<file path="config.mk">
export PLATFORM = sky130hd
export DESIGN_NAME = pipe_op_tracker_flat
export DESIGN_NICKNAME = d
export VERILOG_FILES = /design/src/rtl/pipe_op_tracker_pkg.sv /design/src/rtl/pipe_op_tracker_if.sv /design/src/rtl/pipe_op_tracker_op_stage_reg.sv /design/src/rtl/pipe_op_tracker.sv /design/src/flat_wrapper.sv
export SDC_FILE = /design/constraint.sdc
export NUM_CORES = 1
export LEC_CHECK = 0
export BUFFER_PORTS_ARGS = -buffer_cell sky130_fd_sc_hd__buf_2
export CAP_MARGIN = 40
export CELL_PAD_IN_SITES_DETAIL_PLACEMENT = 0
export CELL_PAD_IN_SITES_GLOBAL_PLACEMENT = 1
export CORE_MARGIN = 3
export CORE_UTILIZATION = 34
export CTS_CLUSTER_SIZE = 10
export DETAILED_ROUTE_END_ITERATION = 12
export PLACE_DENSITY = 0.75
export SYNTH_ARGS = -nofsm -noshare
export SYNTH_HDL_FRONTEND = slang
export SYNTH_HIERARCHICAL = 1
export SYNTH_SLANG_ARGS = --single-unit
</file>
<file path="constraint.sdc">
create_clock -name clk -period 1.1 [get_ports clk]
set_clock_uncertainty 0.2 [all_clocks]
set_input_delay 0.22 -clock clk [delete_from_list [all_inputs] [get_ports clk]]
set_output_delay 0.22 -clock clk [all_outputs]
set_load 0.1 [all_outputs]
</file>
<file path="src/rtl/pipe_op_tracker_pkg.sv">
// Shared opcode constants and stall-counter sizing for the pipeline opcode
// tracker and the branch/A-type hazard control unit.
package pipe_op_tracker_pkg;

  localparam int OP_W = 4;

  localparam logic [OP_W-1:0] OP_NOP   = 4'b0000;
  localparam logic [OP_W-1:0] OP_ATYPE = 4'b0001;
  localparam logic [OP_W-1:0] OP_LW    = 4'b0110;
  localparam logic [OP_W-1:0] OP_LWALT = 4'b0100;
  localparam logic [OP_W-1:0] OP_BR0   = 4'b1100;
  localparam logic [OP_W-1:0] OP_BR1   = 4'b1101;
  localparam logic [OP_W-1:0] OP_BR2   = 4'b1110;

  // Bits needed to count 0..max_stall inclusive.
  function automatic int stall_cnt_w(input int max_stall);
    return (max_stall < 1) ? 1 : $clog2(max_stall + 1);
  endfunction

endpackage

</file>
<file path="src/rtl/pipe_op_tracker_if.sv">
// Opcode / stall bus between the tracker (slave) and the hazard control side
// (master). StallTimeout exists only when PIPE_STALL_WATCHDOG_EN is defined.
interface pipe_op_tracker_if;
  import pipe_op_tracker_pkg::*;

  // No valid/ready handshake: StopPC and Flush are level signals sampled on
  // every rising edge; opcode outputs are valid every cycle after reset.
  logic [OP_W-1:0] IFOP;
  logic            StopPC;
  logic            Flush;
  logic [OP_W-1:0] IDOP;
  logic [OP_W-1:0] EXOP;
  logic [OP_W-1:0] MEMOP;
  logic [OP_W-1:0] WBOP;
  logic            PCWrite;
  logic            IFIDWrite;
  logic            IDEXBubble;
`ifdef PIPE_STALL_WATCHDOG_EN
  logic            StallTimeout;
`endif

  modport master (
    output IFOP, StopPC, Flush,
    input  IDOP, EXOP, MEMOP, WBOP, PCWrite, IFIDWrite, IDEXBubble
`ifdef PIPE_STALL_WATCHDOG_EN
    , input StallTimeout
`endif
  );

  modport slave (
    input  IFOP, StopPC, Flush,
    output IDOP, EXOP, MEMOP, WBOP, PCWrite, IFIDWrite, IDEXBubble
`ifdef PIPE_STALL_WATCHDOG_EN
    , output StallTimeout
`endif
  );

endinterface

</file>
<file path="src/rtl/pipe_op_tracker_op_stage_reg.sv">
// One pipeline opcode register: async reset to the NOP opcode, load-NOP has
// priority over the enable.
module op_stage_reg
  import pipe_op_tracker_pkg::*;
#(
  parameter logic [OP_W-1:0] NOP_OP = OP_NOP
) (
  input  logic            clk,
  input  logic            rst,
  input  logic            en,
  input  logic            load_nop,
  input  logic [OP_W-1:0] d,
  output logic [OP_W-1:0] q
);

  always_ff @(posedge clk or posedge rst) begin
    if (rst) begin
      q <= NOP_OP;
    end else if (load_nop) begin
      q <= NOP_OP;
    end else if (en) begin
      q <= d;
    end
  end

endmodule

</file>
<file path="src/rtl/pipe_op_tracker.sv">
// Per-stage opcode tracker with stall/bubble and flush/squash control.
// Optional stall watchdog enabled by defining PIPE_STALL_WATCHDOG_EN.
module pipe_op_tracker
  import pipe_op_tracker_pkg::*;
#(
  parameter logic [OP_W-1:0] NOP_OP = OP_NOP
`ifdef PIPE_STALL_WATCHDOG_EN
  , parameter int MAX_STALL = 3
`endif
) (
  input  logic                clk,
  input  logic                rst,
  pipe_op_tracker_if.slave    bus
);

  logic eff_stall;

`ifdef PIPE_STALL_WATCHDOG_EN
  localparam int CW = stall_cnt_w(MAX_STALL);
  localparam logic [CW-1:0] CNT_MAX = CW'(MAX_STALL);

  logic [CW-1:0] stall_cnt;
  logic          timeout_q;
  logic          release_now;

  // A stall that has already lasted MAX_STALL cycles is let through once.
  assign release_now = bus.StopPC && (stall_cnt == CNT_MAX);
  assign eff_stall   = bus.StopPC && !release_now;

  always_ff @(posedge clk or posedge rst) begin
    if (rst) begin
      stall_cnt <= '0;
      timeout_q <= 1'b0;
    end else begin
      if (!bus.StopPC || release_now) begin
        stall_cnt <= '0;
      end else if (stall_cnt != CNT_MAX) begin
        stall_cnt <= stall_cnt + 1'b1;
      end
      if (release_now) begin
        timeout_q <= 1'b1;
      end
    end
  end

  assign bus.StallTimeout = timeout_q;
`else
  assign eff_stall = bus.StopPC;
`endif

  assign bus.PCWrite    = !eff_stall;
  assign bus.IFIDWrite  = !eff_stall;
  assign bus.IDEXBubble = eff_stall;

  // A stall outranks a flush: a branch stalled in ID has not resolved.
  op_stage_reg #(.NOP_OP(NOP_OP)) u_id (
    .clk      (clk),
    .rst      (rst),
    .en       (!eff_stall),
    .load_nop (bus.Flush && !eff_stall),
    .d        (bus.IFOP),
    .q        (bus.IDOP)
  );

  op_stage_reg #(.NOP_OP(NOP_OP)) u_ex (
    .clk      (clk),
    .rst      (rst),
    .en       (1'b1),
    .load_nop (eff_stall),
    .d        (bus.IDOP),
    .q        (bus.EXOP)
  );

  op_stage_reg #(.NOP_OP(NOP_OP)) u_mem (
    .clk      (clk),
    .rst      (rst),
    .en       (1'b1),
    .load_nop (1'b0),
    .d        (bus.EXOP),
    .q        (bus.MEMOP)
  );

  op_stage_reg #(.NOP_OP(NOP_OP)) u_wb (
    .clk      (clk),
    .rst      (rst),
    .en       (1'b1),
    .load_nop (1'b0),
    .d        (bus.MEMOP),
    .q        (bus.WBOP)
  );

endmodule

</file>
<file path="src/flat_wrapper.sv">
// flat-port wrapper written by rule: the top's interface ports become plain ports
module pipe_op_tracker_flat import pipe_op_tracker_pkg::*;
#(
  parameter logic [OP_W-1:0] NOP_OP = OP_NOP

)
  (clk, rst, bus_IFOP, bus_StopPC, bus_Flush, bus_IDOP, bus_EXOP, bus_MEMOP, bus_WBOP, bus_PCWrite, bus_IFIDWrite, bus_IDEXBubble);
  pipe_op_tracker_if bus_i ();
  input  logic clk;
  input  logic rst;
  input wire logic [$bits(bus_i.IFOP)-1:0] bus_IFOP;
  input wire logic [$bits(bus_i.StopPC)-1:0] bus_StopPC;
  input wire logic [$bits(bus_i.Flush)-1:0] bus_Flush;
  output wire logic [$bits(bus_i.IDOP)-1:0] bus_IDOP;
  output wire logic [$bits(bus_i.EXOP)-1:0] bus_EXOP;
  output wire logic [$bits(bus_i.MEMOP)-1:0] bus_MEMOP;
  output wire logic [$bits(bus_i.WBOP)-1:0] bus_WBOP;
  output wire logic [$bits(bus_i.PCWrite)-1:0] bus_PCWrite;
  output wire logic [$bits(bus_i.IFIDWrite)-1:0] bus_IFIDWrite;
  output wire logic [$bits(bus_i.IDEXBubble)-1:0] bus_IDEXBubble;
  assign bus_i.IFOP = bus_IFOP;
  assign bus_i.StopPC = bus_StopPC;
  assign bus_i.Flush = bus_Flush;
  assign bus_IDOP = bus_i.IDOP;
  assign bus_EXOP = bus_i.EXOP;
  assign bus_MEMOP = bus_i.MEMOP;
  assign bus_WBOP = bus_i.WBOP;
  assign bus_PCWrite = bus_i.PCWrite;
  assign bus_IFIDWrite = bus_i.IFIDWrite;
  assign bus_IDEXBubble = bus_i.IDEXBubble;
  pipe_op_tracker #(.NOP_OP(NOP_OP)) u_core (.clk(clk), .rst(rst), .bus(bus_i));
endmodule
</file>
==> out/results.ini, run 1 <==
[status]
status=finished, violations left
violations=setup timing

[place]
globalplace.congestion=0.665
dpl-instance-area_um2=1190
port_buffers=26
dpl.hpwl_mm=1.22

[floorplanning]
coreArea_um2=1820
dieArea_um2=2600
die_h_um=51.0
rows=15
fp.dieW_um=51.0
io_pins=27
start_util_pct=37.8

[drt]
wl_mm=1.80
drc_errors=0
route.vias.total=595
drtIter0Drc=11
ant_nets=0
wl_per_cell_um=12.9
first_pass_iters=4
avgViaCountPerCell=4.25

[pwr]
clockPowerShare_pct=19.6
peakVddDrop_uv=1070
p_switching_mw=0.564
seq_power_share_pct=42.7
p_sw_share_pct=36.1
pwr-share-comb_pct=37.7
p_leak_nw=0.682
p_int_mw=0.998
powerDensity_nw_per_um2=1090

[yosys]
synthTopCellsByArea=dfrtp_1 58%, mux2i_1 23%, nor2_1 8.7%
syn_area_um2=688
synth_top_family_by_area=multiplexers
yosysTopAreaCell=dfrtp_1
synthMuxAreaShare_pct=23.3
ys_seq_area_share_pct=58.2
synth-adder-area-share_pct=0
synth_cell_types=8
syn_inst=62
synth-simple-area-share_pct=9.64
yosys.area_share.xor_xnor_pct=0
synth-compound-area-share_pct=0
ys_warn_count=6
yosysTopAreaCellShare_pct=58.2
synth_seq_cells=16
syn_avg_cell_area_um2=11.1

[sta]
max_freq_ghz=0.721
hold_viol=0
slew_viol_final=0
rsz0062_at_grt=yes
setup_viol=32
fin_crit_ns=1.39
tns_ns=-4.75
period_share_pct=126
layout_setup_ws_ns=-0.287

[final_layout]
area_growth_pct=108
drive_above_1_share_pct=56.5
nNetsFinal=125
diodes=0
final_area_um2=1430
final_common_cell=buf_12
fillerInstances=124
final_cell_mix=19 x buf_12, 16 x nor2_1, 15 x mux2i_1

[worst_setup_path]
path_cells=buf_12
crit_arrival_ns=0.97
start_kind=flop
crit_required_ns=0.68
path_buf_inv=1
critical_path_peak_fanout=2
path_class=reg -> out
crit_family=flip-flops
crit_path_top_delay_cell=dfrtp_4
critPathMaxStageDelay_ns=0.51
crit_path_end_kind=output pin

[global_route]
grt.total_usage_pct=15.1
grt_overflow=0
grt_max_degree=9
antenna_found_initial=0
grt_pass1_vias=637
grt_pass1_wl_mm=2.90

[clock_tree]
cts_made_buffers=3
cts_root_buf=clkbuf_4
clk_path_buf_depth=2
htreeDepth=1
cts.sinks=16
path_clk_slew_ns=0.09
worstSkewPairLatency_ns=0.28
cts_tree=built

[hold_path]
hold_class=in -> reg

[job]
maxCapViolations=0

metrics by stage:
step / hold WS [ns] / total power, mW / instances / utilization (%) / setup WS (ns)
2_1_floorplan: -0.214 / 0.997 / 71 / - / -0.339
3_3_place_gp: -0.0594 / 1.18 / 117 / 65.6 / -0.0708
3_5_place_dp: -0.0542 / 1.18 / 117 / 65.6 / -0.0894
4_1_cts: 0.00262 / 1.54 / 136 / 75.3 / -0.285
5_1_grt: 0.0327 / 1.64 / 140 / 78.6 / -0.320
6_report: 0.0211 / 1.56 / 140 / 78.6 / -0.287
final cells by class:
class                      count  area, um2  area share (%)
clock buffer                   3       22.5            1.57
inverter                       5       22.5            1.57
multi-input combinational     44        272            19.0
tap                           25       31.3            2.19
sequential                    16        450            31.5
timing repair buffer          47        632            44.2
synth_stat cells:
master    count
nor2_1       16
nor2b_1       1
buf_4         2
inv_1         5
mux2i_1      16
dfrtp_1      16
conb_1        2
clkbuf_2      4
power groups by stage:
stage               clock, mW  sequential (mW)  combinational, mW
finish                  0.305            0.668              0.589
global route            0.354            0.672              0.612
CTS                     0.308            0.666              0.564
detailed placement          0            0.684              0.497
global placement            0            0.684              0.492
floorplan                   0            0.870              0.127
logic make-up after synthesis:
kind of cell	after synthesis
DFF	16
and+or+nand+nor	17
other	2
muxes	16
buffers and inverters	11
sequential cells by signal (all words and copies together), names as in the netlist:
signal and cells:
u_core/u_id/q 4, u_core/u_wb/q 4, u_core/u_mem/q 4, u_core/u_ex/q 4
metal layers:
| metal | global-route usage, % | up-vias | wire length [um] |
|---|---|---|---|
| li1 | - | 284 | - |
| met1 | 18.8 | 293 | 751 |
| met2 | 26.4 | 14 | 970 |
| met3 | 2.04 | 4 | 59 |
| met4 | 5.38 | 0 | 23 |
| met5 | 0 | - | 0 |
path summary, 6_finish.rpt:
path	from	end	slack, ns	cells after the start
setup / recovery	u_core/u_ex/q[1]$_DFFE_PP0P_	bus_EXOP[1]	-0.29	1
hold / removal	bus_IFOP[1]	u_core/u_id/q[1]$_DFFE_PP0P_	0.02	3
setup reg to reg	u_core/u_ex/q[2]$_DFFE_PP0P_	u_core/u_mem/q[2]$_DFFE_PP0P_	-0.13	4
hold reg to reg	u_core/u_id/q[3]$_DFFE_PP0P_	u_core/u_ex/q[3]$_DFFE_PP0P_	0.51	3
max in group asynchronous	rst	u_core/u_mem/q[1]$_DFFE_PP0P_	0.31	3
min in group asynchronous	rst	u_core/u_id/q[3]$_DFFE_PP0P_	0.18	3
repair_timing:
action / 4_1_cts / 5_1_grt
hold buffers: 3 / 0
gates cloned: 0 / 0
setup endpoints to repair: 18 / 35
setup buffers: 13 / 10
gates resized for setup: 7 / 14
hold endpoints to repair: 18 / 0
pin swaps: 8 / 12
Note: power is estimated with default switching activity, not from simulation.
==> run 2: changes to the inputs <==
==> constraint.sdc (replaced) <==
create_clock -name clk -period 1.5 [get_ports clk]
set_clock_uncertainty 0.2 [all_clocks]
set_input_delay 0.3 -clock clk [delete_from_list [all_inputs] [get_ports clk]]
set_output_delay 0.3 -clock clk [all_outputs]
set_load 0.1 [all_outputs]
==> out/results.ini, run 2 (synthesis gave the netlist of run 1 again) <==
[sta]
layout_setup_ws_ns=0.0868
hold_viol=0
setup_viol=0
max_freq_ghz=0.708
hold_slack_ns=0.0710
period_share_pct=94.2
fin_crit_ns=1.41
slew_viol_final=0
rsz0062_at_grt=no

[floorplanning]
start_util_pct=37.8
die_h_um=51.0
fp.dieW_um=51.0
rows=15
coreArea_um2=1820
dieArea_um2=2600
io_pins=27

[drt]
wl_mm=1.38
first_pass_iters=4
drc_errors=0
wl_per_cell_um=11.4
route.vias.total=503
avgViaCountPerCell=4.16
drtIter0Drc=4
ant_nets=0

[worst_setup_path]
critical_path_peak_fanout=3
critPathMaxStageDelay_ns=0.43
r2r-start=u_core/u_id/q[2]$_DFFE_PP0P_
crit_family=flip-flops
path_buf_inv=1
path_class=reg -> out
crit_path_end_kind=output pin
reg2regPathDepth=2
path_cells=buf_12
timing.rr.end=u_core/u_ex/q[2]$_DFFE_PP0P_
crit_path_top_delay_cell=dfrtp_1
r2r_slack_ns=0.54
crit_arrival_ns=0.91
crit_required_ns=1.00
start_kind=flop

[hold_path]
hold_class=in -> reg
worstHoldPathCells=3
min_from=bus_IFOP[0]
hold-path-endpoint=u_core/u_id/q[0]$_DFFE_PP0P_

[clock_tree]
cts_root_buf=clkbuf_4
cts.sinks=16
cts_made_buffers=3
worstSkewPairLatency_ns=0.28
path_clk_slew_ns=0.09
clk_path_buf_depth=2
cts_tree=built
cts.repair.resized=0
htreeDepth=1

[final_layout]
area_growth_pct=71.1
fillerInstances=151
drive_above_1_share_pct=32.3
seq_area_um2=400
nNetsFinal=106
diodes=0
final_cell_mix=19 x buf_12, 16 x mux2i_1, 16 x nor2_1, 16 x dfrtp_1, 11 x conb_1
final_common_cell=buf_12
multi_input_area_um2=268

[place]
pre_cts_ws_ns=0.152
dpl.hpwl_mm=1.18
port_buffers=26
globalplace.congestion=0.647

[job]
maxCapViolations=0

[global_route]
grt_overflow=0
grt_max_degree=9
grt_pass1_vias=490
grt.total_usage_pct=11.9
antenna_found_initial=0
grt_pass1_wl_mm=2.24

[pwr]
p_leak_nw=0.610
powerDensity_nw_per_um2=902
peakVddDrop_uv=581

[status]
status=complete, no violations

-- run 2: changes by cell type in the layout (fill, tap and decap cells not counted) --
cell and change:
buf_6 -13, dfrtp_2 -4, dlygate4sd3_1 -2, mux2i_1 +1, buf_4 -5, mux2i_2 -1
dfrtp_4 -12, buf_2 +1, dfrtp_1 +16
-- run 2: final cells by class --
cell class                      instances  share of cell area, %
Timing Repair Buffer                   28                   36.8
Sequential cell                        16                   34.0
Multi-Input combinational cell         44                   22.7
Tap cell                               25                   2.66
Clock buffer                            3                   1.91
Inverter                                5                   1.91
-- run 2: worst max path at each step --
stage / startpoint / end / slack (ns) / cells after the start
2_1_floorplan: bus_StopPC / bus_PCWrite / -0.06 / 2
3_3_place_gp: bus_StopPC / bus_IFIDWrite / 0.16 / 3
3_5_place_dp: bus_StopPC / bus_PCWrite / 0.15 / 3
4_1_cts: u_core/u_ex/q[1]$_DFFE_PP0P_ / bus_EXOP[1] / 0.07 / 1
5_1_grt: u_core/u_ex/q[1]$_DFFE_PP0P_ / bus_EXOP[1] / 0.04 / 1
6_report: u_core/u_ex/q[1]$_DFFE_PP0P_ / bus_EXOP[1] / 0.09 / 1
-- run 2: per-stage QoR --
| stage | std cells | power (mW) | cell area (um2) | TNS [ns] | utilization (%) |
|---|---|---|---|---|---|
| 2_1_floorplan | 71 | 0.715 | 729 | -0.159 | - |
| 3_3_place_gp | 117 | 0.847 | 1140 | 0 | 62.9 |
| 3_5_place_dp | 117 | 0.851 | 1140 | 0 | 62.9 |
| 4_1_cts | 121 | 1.07 | 1180 | 0 | 64.7 |
| 5_1_grt | 121 | 1.10 | 1180 | 0 | 64.7 |
| 6_report | 121 | 1.06 | 1180 | 0 | 64.7 |
-- run 2: power breakdown --
part / internal (mW) / switching, mW / leakage, nW / total [mW]
Sequential: 0.451 / 0.0272 / 0.216 / 0.478
Combinational: 0.126 / 0.239 / 0.380 / 0.365
Clock: 0.0932 / 0.126 / 0.0138 / 0.219
-- run 2: routing by layer --
layer,global-route usage (%),routed length (um),vias up,part of all wire (%)
met1,15.7,595,238,43
met2,18.2,710,10,51
met4,6.73,25,0,1.8
met3,2.04,49,4,3.6
met5,0,0,-,0
li1,-,-,251,-
-- run 2: repair_timing --
action / 4_1_cts / 5_1_grt
buffers inserted: 0 / 0
hold buffers: 1 / 0
hold endpoints to repair: 16 / 0
==> run 3: changes to the inputs <==
--- a/config.mk
+++ b/config.mk
@@ -10,11 +10,11 @@
 export CELL_PAD_IN_SITES_DETAIL_PLACEMENT = 0
 export CELL_PAD_IN_SITES_GLOBAL_PLACEMENT = 1
 export CORE_MARGIN = 3
-export CORE_UTILIZATION = 34
+export CORE_UTILIZATION = 32
 export CTS_CLUSTER_SIZE = 10
 export DETAILED_ROUTE_END_ITERATION = 12
-export PLACE_DENSITY = 0.75
+export GPL_ROUTABILITY_DRIVEN = 0
+export PLACE_DENSITY = 0.74
 export SYNTH_ARGS = -nofsm -noshare
 export SYNTH_HDL_FRONTEND = slang
-export SYNTH_HIERARCHICAL = 1
 export SYNTH_SLANG_ARGS = --single-unit
==> out/results.ini, run 3 <==
[status]
status=complete, no violations

[global_route]
grt_util_met1_pct=10.4
busiest_layer=met2
grt_util_met2_pct=15.4
grt_pass1_vias=347
grt_overflow=0
grt_max_degree=17
grt_use_met3_pct=4.21
antenna_found_initial=0
grt_pass1_wl_mm=1.46
grt.total_usage_pct=9.72

[worst_setup_path]
start_kind=flop
path_class=reg -> out
critical_path_peak_fanout=3
crit_path_end_kind=output pin
crit_path_top_delay_cell=dfrtp_1
reg2regPathDepth=1
crit_family=flip-flops
crit_required_ns=1.00
critPathMaxStageDelay_ns=0.43
path_buf_inv=1
r2r-start=u_core.u_id.q[3]$_DFFE_PP0P_
crit_arrival_ns=0.89
path_cells=buf_12
r2r_slack_ns=0.56
timing.rr.end=u_core.u_ex.q[3]$_DFF_PP0_

[final_layout]
multi_input_area_um2=106
final_area_um2=993
diodes=0
nNetsFinal=75
final_common_cell=buf_12
final_cell_mix=19 x buf_12, 16 x dfrtp_1, 7 x buf_2
drive_above_1_share_pct=56.9
area_growth_pct=83.8
fillerInstances=125
seq_area_um2=400

[sta]
max_freq_ghz=0.722
hold_slack_ns=0.0308
period_share_pct=92.4
rsz0062_at_grt=no
layout_setup_ws_ns=0.114
slew_viol_final=0
setup_viol=0
timing.slew.headroom_pct=61.2
hold_viol=0
fin_crit_ns=1.39
worstMarginPinSlew_ns=0.582

[drt]
ant_nets=0
drtIter0Drc=0
wl_um=921
avgViaCountPerCell=4.30
drc_errors=0
first_pass_iters=1
route.vias.total=348
wl_per_cell_um=11.4

[yosys]
yosysMostFrequentCell=dfrtp_1
yosysTopAreaCellShare_pct=74.1
synth_edf_count=0
syn_avg_cell_area_um2=14.6
synth_cell_types=10
syn_area_um2=541
synth_nets=45
synthTopCellsByArea=dfrtp_1 74%, and2b_2 6.5%, nand2b_1 3.5%
yosysTopAreaCell=dfrtp_1
synth_top_flop_cell=dfrtp_1
synth_seq_cells=16
synth_common_cells=16 x dfrtp_1, 4 x and2b_2, 4 x nand2_1, 3 x nand2b_1, 3 x o21ai_0
ys_warn_count=0
async_reset_ff_share_pct=100
syn_inst=37
ys_seq_area_share_pct=74.1

[clock_tree]
cts_tree=built
clk_path_buf_depth=2
cts_root_buf=clkbuf_4
post_cts_buffers=0
worstSkewPairLatency_ns=0.27
hold_buffers=1
cts.repair.resized=0
path_clk_slew_ns=0.08
cts.sinks=16
cts_made_buffers=3
htreeDepth=1

[floorplanning]
die_h_um=47.1
fp.dieW_um=47.1
coreArea_um2=1540
io_pins=27
rows=14
start_util_pct=35.1
dieArea_um2=2220

[pwr]
total_power_mw=1.08
powerDensity_nw_per_um2=1080
p_leak_nw=0.484
peakVddDrop_uv=549

[place]
dpl.hpwl_um=739
port_buffers=26
dpl-instance-area_um2=961
pre_cts_ws_ns=0.157

[job]
maxCapViolations=0

[hold_path]
hold_class=in -> reg
min_from=bus_Flush
worstHoldPathCells=2
hold-path-endpoint=u_core.u_id.q[1]$_DFFE_PP0P_

==> run 3: power breakdown <==
group | internal (mW) | switching (mW)
Clock | 0.0929 | 0.119
Sequential | 0.455 | 0.0256
Combinational | 0.132 | 0.253
Total | 0.680 | 0.398
==> run 3: per-layer routing <==
layer	vias up	routed length [um]	part of all wire (%)
met5	-	0	0
met3	2	110	12
met2	20	473	51
li1	168	-	-
met4	0	5	0.54
met1	158	332	36
==> run 3: per-stage QoR <==
stage / util, % / std cells / TNS [ns]
finish: 64.4 / 81 / 0
global placement: 62.3 / 77 / 0
global route: 64.4 / 81 / 0
CTS: 64.4 / 81 / 0
floorplan: - / 37 / -0.176
detailed placement: 62.3 / 77 / 0
==> run 3: cell type report <==
type / instances / area share (%)
multi-input combinational: 16 / 10.7
clock buffer: 3 / 2.27
tap: 16 / 2.02
timing repair buffer: 28 / 43.6
inverter: 2 / 1.13
sequential: 16 / 40.3
==> run 3: logic make-up after synthesis <==
group | count (synthesis) | synth area share (%)
AOI/OAI and AO/OA | 4 | 4.40
and+or+nand+nor | 12 | 15.3
DFF | 16 | 74.1
buffers and inverters | 5 | 6.25
==> run 3: worst max path at each step <==
| stage | from | to | slack, ns | depth (start not counted) |
|---|---|---|---|---|
| after floorplan | bus_StopPC | bus_PCWrite | -0.18 | 3 |
| after global placement | bus_StopPC | bus_PCWrite | 0.16 | 3 |
| after detailed placement | bus_StopPC | bus_IFIDWrite | 0.16 | 3 |
| after CTS | u_core.u_id.q[3]$_DFFE_PP0P_ | bus_IDOP[3] | 0.1 | 1 |
| after global routing | u_core.u_id.q[2]$_DFFE_PP0P_ | bus_IDOP[2] | 0.07 | 1 |
| final | u_core.u_id.q[3]$_DFFE_PP0P_ | bus_IDOP[3] | 0.11 | 1 |
